## config.mk

```make
export PLATFORM = sky130hd
export DESIGN_NAME = divisor_despachador
export DESIGN_NICKNAME = d
export VERILOG_FILES = /design/src/rtl/divisor_pkg.sv /design/src/rtl/divisor_fifo.sv /design/src/rtl/divisor_despachador.sv
export SDC_FILE = /design/constraint.sdc
export NUM_CORES = 1
export LEC_CHECK = 0
export ABC_AREA = 1
export CAP_MARGIN = 10
export CORE_UTILIZATION = 55
export CTS_BUF_LIST = sky130_fd_sc_hd__clkbuf_4 sky130_fd_sc_hd__clkbuf_8
export DETAILED_ROUTE_END_ITERATION = 16
export HOLD_SLACK_MARGIN = 0.03
export PLACE_DENSITY = 0.8
export SLEW_MARGIN = 15
export SYNTH_ARGS = -nofsm -noshare
export SYNTH_HDL_FRONTEND = slang
export SYNTH_SLANG_ARGS = --single-unit
```

## constraint.sdc

```tcl
create_clock -name CLK -period 8.2 [get_ports CLK]
set_input_delay 1.64 -clock CLK [delete_from_list [all_inputs] [get_ports CLK]]
set_output_delay 1.64 -clock CLK [all_outputs]
set_load 0.01 [all_outputs]
```

## src/rtl/divisor_pkg.sv

```systemverilog
// divisor_pkg: shared types and sign helpers
// for the divider dispatch stage.
package divisor_pkg;

  localparam int MAX_W = 64;

  typedef enum logic [1:0] {
    IDLE,
    LOAD,
    WAIT,
    OUT
  } state_t;

  function automatic logic [MAX_W-1:0] neg_if(
    input logic [MAX_W-1:0] v,
    input logic             s
  );
    return s ? (~v + 64'd1) : v;
  endfunction

  function automatic logic [MAX_W-1:0] abs_val(
    input logic [MAX_W-1:0] v,
    input int unsigned      w
  );
    logic s;
    s = 1'(v >> (w - 1));
    return neg_if(v, s);
  endfunction

endpackage

```

## src/rtl/divisor_fifo.sv

```systemverilog
// divisor_fifo: small power-of-two FIFO
// with registered occupancy count.
module divisor_fifo #(
  parameter int W = 64,
  parameter int D = 4
) (
  input  logic               clk,
  input  logic               rst_n,
  input  logic               push,
  input  logic               pop,
  input  logic [W-1:0]       wdata,
  output logic [W-1:0]       rdata,
  output logic               full,
  output logic               empty,
  output logic [$clog2(D):0] count
);

  localparam int AW = $clog2(D);

  logic [W-1:0]  mem [D];
  logic [AW-1:0] wr_ptr_q, wr_ptr_d;
  logic [AW-1:0] rd_ptr_q, rd_ptr_d;
  logic [AW:0]   count_q, count_d;
  logic          push_ok, pop_ok;

  assign full    = (count_q == (AW+1)'(D));
  assign empty   = (count_q == '0);
  assign count   = count_q;
  assign rdata   = mem[rd_ptr_q];
  assign push_ok = push && !full;
  assign pop_ok  = pop && !empty;

  // pointer and occupancy update; pointers wrap naturally
  always_comb begin
    wr_ptr_d = wr_ptr_q;
    rd_ptr_d = rd_ptr_q;
    count_d  = count_q;
    if (push_ok) wr_ptr_d = wr_ptr_q + 1'b1;
    if (pop_ok)  rd_ptr_d = rd_ptr_q + 1'b1;
    unique case ({push_ok, pop_ok})
      2'b10:   count_d = count_q + 1'b1;
      2'b01:   count_d = count_q - 1'b1;
      default: count_d = count_q;
    endcase
  end

  // control registers
  always_ff @(posedge clk or negedge rst_n) begin
    if (!rst_n) begin
      wr_ptr_q <= '0;
      rd_ptr_q <= '0;
      count_q  <= '0;
    end else begin
      wr_ptr_q <= wr_ptr_d;
      rd_ptr_q <= rd_ptr_d;
      count_q  <= count_d;
    end
  end

  // storage, qualified by occupancy so no reset needed
  always_ff @(posedge clk) begin
    if (push_ok) mem[wr_ptr_q] <= wdata;
  end

endmodule

```

## src/rtl/divisor_despachador.sv

```systemverilog
// divisor_despachador: queues signed pairs, drives
// the unsigned divider core, re-signs the results.
module divisor_despachador
  import divisor_pkg::*;
#(
  parameter int tamanyo     = 32,
  parameter int profundidad = 4
) (
  input  logic               CLK,
  input  logic               RSTa,
  input  logic               In_valid,
  output logic               In_ready,
  input  logic [tamanyo-1:0] In_num,
  input  logic [tamanyo-1:0] In_den,
  output logic               Div_start,
  output logic [tamanyo-1:0] Div_num,
  output logic [tamanyo-1:0] Div_den,
  input  logic [tamanyo-1:0] Div_coc,
  input  logic [tamanyo-1:0] Div_rec,
  input  logic               Div_done,
  output logic               Out_valid,
  input  logic               Out_ready,
  output logic [tamanyo-1:0] Out_coc,
  output logic [tamanyo-1:0] Out_rec,
  output logic               Out_dz,
  output logic               Busy
);

  localparam int W = tamanyo;

  logic [2*W-1:0] f_rdata;
  logic           f_full, f_empty, f_pop;
  logic [$clog2(profundidad):0] f_count;
  logic [W-1:0]   num, den;

  state_t       state_q, state_d;
  logic         sn_q, sn_d, sd_q, sd_d, dz_q, dz_d;
  logic [W-1:0] mag_n_q, mag_n_d, mag_d_q, mag_d_d;
  logic [W-1:0] out_coc_q, out_coc_d;
  logic [W-1:0] out_rec_q, out_rec_d;
  logic         out_dz_q, out_dz_d;

  divisor_fifo #(
    .W(2*W),
    .D(profundidad)
  ) u_fifo (
    .clk   (CLK),
    .rst_n (RSTa),
    .push  (In_valid && In_ready),
    .pop   (f_pop),
    .wdata ({In_num, In_den}),
    .rdata (f_rdata),
    .full  (f_full),
    .empty (f_empty),
    .count (f_count)
  );

  assign num       = f_rdata[2*W-1:W];
  assign den       = f_rdata[W-1:0];
  assign In_ready  = !f_full;
  assign Div_start = (state_q == LOAD) && !dz_q;
  assign Div_num   = mag_n_q;
  assign Div_den   = mag_d_q;
  assign Out_valid = (state_q == OUT);
  assign Out_coc   = out_coc_q;
  assign Out_rec   = out_rec_q;
  assign Out_dz    = out_dz_q;
  assign Busy      = (state_q != IDLE) || (f_count != '0);

  // dispatch FSM: pop, start core or short-cut /0, re-sign, present
  always_comb begin
    state_d   = state_q;
    sn_d      = sn_q;
    sd_d      = sd_q;
    dz_d      = dz_q;
    mag_n_d   = mag_n_q;
    mag_d_d   = mag_d_q;
    out_coc_d = out_coc_q;
    out_rec_d = out_rec_q;
    out_dz_d  = out_dz_q;
    f_pop     = 1'b0;
    unique case (state_q)
      IDLE: begin
        if (!f_empty) begin
          f_pop   = 1'b1;
          sn_d    = num[W-1];
          sd_d    = den[W-1];
          mag_n_d = W'(abs_val(MAX_W'(num), W));
          mag_d_d = W'(abs_val(MAX_W'(den), W));
          dz_d    = (den == '0);
          state_d = LOAD;
        end
      end
      LOAD: begin
        if (dz_q) begin
          out_coc_d = '1;
          out_rec_d = W'(neg_if(MAX_W'(mag_n_q), sn_q));
          out_dz_d  = 1'b1;
          state_d   = OUT;
        end else begin
          state_d = WAIT;
        end
      end
      WAIT: begin
        if (Div_done) begin
          out_coc_d = W'(neg_if(MAX_W'(Div_coc), sn_q ^ sd_q));
          out_rec_d = W'(neg_if(MAX_W'(Div_rec), sn_q));
          out_dz_d  = 1'b0;
          state_d   = OUT;
        end
      end
      OUT: begin
        if (Out_ready) state_d = IDLE;
      end
      default: state_d = IDLE;
    endcase
  end

  // state and datapath registers
  always_ff @(posedge CLK or negedge RSTa) begin
    if (!RSTa) begin
      state_q   <= IDLE;
      sn_q      <= 1'b0;
      sd_q      <= 1'b0;
      dz_q      <= 1'b0;
      mag_n_q   <= '0;
      mag_d_q   <= '0;
      out_coc_q <= '0;
      out_rec_q <= '0;
      out_dz_q  <= 1'b0;
    end else begin
      state_q   <= state_d;
      sn_q      <= sn_d;
      sd_q      <= sd_d;
      dz_q      <= dz_d;
      mag_n_q   <= mag_n_d;
      mag_d_q   <= mag_d_d;
      out_coc_q <= out_coc_d;
      out_rec_q <= out_rec_d;
      out_dz_q  <= out_dz_d;
    end
  end

endmodule

```

==> flow_metrics.tcl <==
set metrics [dict create \
    outcome "complete, no violations" \
    synth_area_leaders "edfxtp_1 38%, dfrtp_1 17%, nand2_1 14%, nand3_1 7.9%, inv_1 3.6%" \
    start_util_pct 56.38 \
    viasPerCell 5.586 \
    cp.arrival_ns 5.02 \
    drtPass1Iterations 6 \
    end_kind "register" \
    synthAdderAreaFrac_pct 1.028 \
    syn-cell-area_mm2 0.02020 \
    io_pins 266 \
    holdWs_ns 0.4791 \
    clkPwrFrac_pct 18.9 \
    dp_worst_setup_slack_ns 3.934 \
    cts.sinks 397 \
    yosysTopAreaCellShare_pct 38.06 \
    pwr_density_cell_mw_per_mm2 407.7 \
    reg2reg_depth 11 \
    core_mm2 0.03583 \
    synth_compound_gate_area_share_pct 6.455 \
    grt_first_pass_wirelength_mm 89.70 \
    final_hold_viol_count 0 \
    synth_top_family_by_area "simple AND/OR/NAND/NOR gates" \
    ys_warn_count 0 \
    leakage_nw 10.32 \
    synth_area_leader_cell "edfxtp_1" \
    synth_cell_types 40 \
    fmax_mhz 220.3 \
    rows 69 \
    ant_nets 0 \
    grt_overflow 0 \
    htree_levels 3 \
    combPwrFrac_pct 49.7 \
    min_period_ns 4.540 \
    path_clk_slew_ns 0.06 \
    path_class "reg -> reg" \
    gp_congestion 0.9138 \
    grt_max_degree 86 \
    postSynthAreaPerCell_um2 8.526 \
    worst_clock_skew_ns 0.02851 \
    seq_area_frac_synth_pct 55.53 \
    drc 0 \
    routedWlPerCell_um 17.80 \
    die_w_um 193.6 \
    slew_headroom_pct 28.97 \
    path_max_fanout 66 \
    post_cts_buffers 0 \
    hold_class "reg -> reg" \
    ir_worst_vdd_uv 236.5 \
    grt_setup_unrepaired "no" \
    synthSimpleGateAreaFrac_pct 29.44 \
    ctsResizeCount 0 \
    cts.root.buffer_cell "clkbuf_8" \
    finalSetupViolations 0 \
    cts_tree "built" \
    dp.final_hpwl_mm 37.73 \
    numCtsBuffers 67 \
    timing.final.crit_share_pct 55.36 \
    portBuffers 265 \
    track_usage_pct 30.25 \
    syn_inst 2369 \
    finalNetCount 2772 \
    p_total_mw 10.01 \
    synth_xor_area_share_pct 1.214 \
    setup_ws_ns 3.660 \
    wirelength_mm 55.88 \
    cts_hold_buf 0 \
    clock_path_buffers 3 \
    syn-num-nets 2518 \
    antenna_found_initial 4 \
    insertion_delay_ns 0.63 \
    grt_pass1_vias 16835 \
    p_sw_share_pct 44.30 \
    maxCapViolCount 0 \
    crit_required_ns 8.68 \
    final_max_slew_viol_count 0 \
    drive_gt1_share_pct 7.471 \
    synthMuxAreaShare_pct 0 \
    switchingPower_mw 4.433 \
    holdPathStages 2 \
    start_kind "register" \
    fill_cells 2851 \
    synth_seq_cells 397 \
    fp.dieH_um 193.6 \
    tightestPinTransition_ns 1.059 \
    drt_iter0_markers 1784 \
    syn_to_final_growth_pct 21.52 \
    die-area_mm2 0.03749 \
    dr_total_vias 17536 \
    intPower_mw 5.573 \
    p_seq_share_pct 31.4 \
    finalSetupTns_ns 0 \
]
-- logic make-up after synthesis --
kind of cell,count (synthesis)
compound gates,238
xor+xnor,28
buf+inv,297
fa+ha+maj,16
flops,397
simple gates,1393
-- cell usage after synthesis --
library cell and n:
fa_1 1, nor3_2 1, a31oi_1 31, nand4_1 31
o211ai_1 6, nor2_2 5, or3_1 1, o31ai_1 3
nand3_1 317, nand3b_1 14, o22ai_1 12, buf_6 15
xor2_1 12, o21ai_4 1, nor3_1 15, edfxtp_1 256
buf_1 5, clkinv_1 1, o21ai_0 116, or2_2 9
nor2_4 6, buf_4 3, o21ai_1 17, nand2_1 780
nor2_1 191, ha_1 15, a32oi_1 1, inv_1 193
o21bai_2 1, inv_2 8, xnor2_1 16, clkbuf_1 39
nand4_2 1, o21ai_2 2, o31ai_2 1, buf_2 33
nand3_2 5, nand2_2 17, dfrtp_1 141, a21oi_1 47
-- state kept, by name, summed over array words and instances (netlist names) --
| signal | flops |
|---|---|
| u_fifo.rd_ptr_q | 2 |
| Div_num | 32 |
| u_fifo.mem | 256 |
| dz_q | 1 |
| Out_coc | 32 |
| Out_dz | 1 |
| u_fifo.count | 3 |
| u_fifo.wr_ptr_q | 2 |
| sd_q | 1 |
| state_q | 2 |
| Out_rec | 32 |
| sn_q | 1 |
| Div_den | 32 |
-- final cells by class --
type	count	area [um2]	area share, %
diodes	1	2.502	0.01020
clock buffers	100	1220	4.970
clock inverters	23	237.7	0.9685
inverters	202	759.5	3.094
multi-input cells	1675	7746	31.56
flip-flops and latches	397	11220	45.73
well taps	461	576.8	2.350
repair buffers	280	2779	11.32
-- worst max-delay path: stages, from the launching register on --
cell      delay [ns]
dfrtp_1         0.40
inv_1           0.15
ha_1            0.16
buf_4           0.36
clkinv_1        0.94
o21ai_1         0.40
nand2_1         0.43
inv_2           0.40
buf_4           0.60
o21ai_0         0.17
o21ai_0         0.21
a21oi_1         0.09
-- metal layers --
metal | GRT usage [%] | part of all wire, % | vias up
met3 | 6.001 | 8.5 | 104
li1 | - | - | 8420
met2 | 49.12 | 47 | 766
met4 | 9.481 | 2.3 | 6
met1 | 41.11 | 42 | 8240
met5 | 0 | 0.072 | -
-- placed cells by master, fill, tap and decap left out, drive strengths merged --
| cell | count |
|---|---|
| or3 | 1 |
| or2 | 9 |
| o211ai | 6 |
| xor2 | 12 |
| fa | 1 |
| o31ai | 4 |
| nand3 | 322 |
| a31oi | 31 |
| dfrtp | 141 |
| nand3b | 14 |
| edfxtp | 256 |
| o21ai | 136 |
| clkdlybuf4s50 | 264 |
| xnor2 | 16 |
| ha | 15 |
| o21bai | 1 |
| inv | 205 |
| clkbuf | 100 |
| clkinv | 17 |
| buf | 16 |
| a32oi | 1 |
| o22ai | 12 |
| nand2 | 797 |
| nor2 | 202 |
| diode | 1 |
| a21oi | 47 |
| nand4 | 32 |
| bufinv | 3 |
| nor3 | 16 |
-- worst paths after layout --
check,to,from,slack (ns)
min reg2reg,Div_den[23],Div_den[23],0.48
max,Out_rec[12],state_q[0],3.66
min in group asynchronous,Out_coc[9],RSTa,1.01
min,Div_den[23],Div_den[23],0.48
max in group asynchronous,u_fifo.rd_ptr_q[0],RSTa,5.62
max reg2reg,Out_rec[12],state_q[0],3.66
-- power groups by stage --
stage | logic [mW] | registers (mW) | clock network [mW]
after CTS | 4.95 | 3.13 | 1.93
after global placement | 4.81 | 3.15 | 0
after floorplan | 3.18 | 3.19 | 0
after detailed placement | 4.92 | 3.17 | 0
final | 4.98 | 3.14 | 1.89
after global routing | 5.53 | 3.19 | 2.02
-- per-stage QoR --
step / cell area, um2 / std cells / util, %
after floorplan: 20200 / 2369 / -
after CTS: 24540 / 3138 / 68.50
after detailed placement: 23080 / 3015 / 64.43
after global placement: 23080 / 3015 / 64.43
after global routing: 24540 / 3139 / 68.51
final: 24540 / 3139 / 68.51
(Power assumes the default switching activity.)
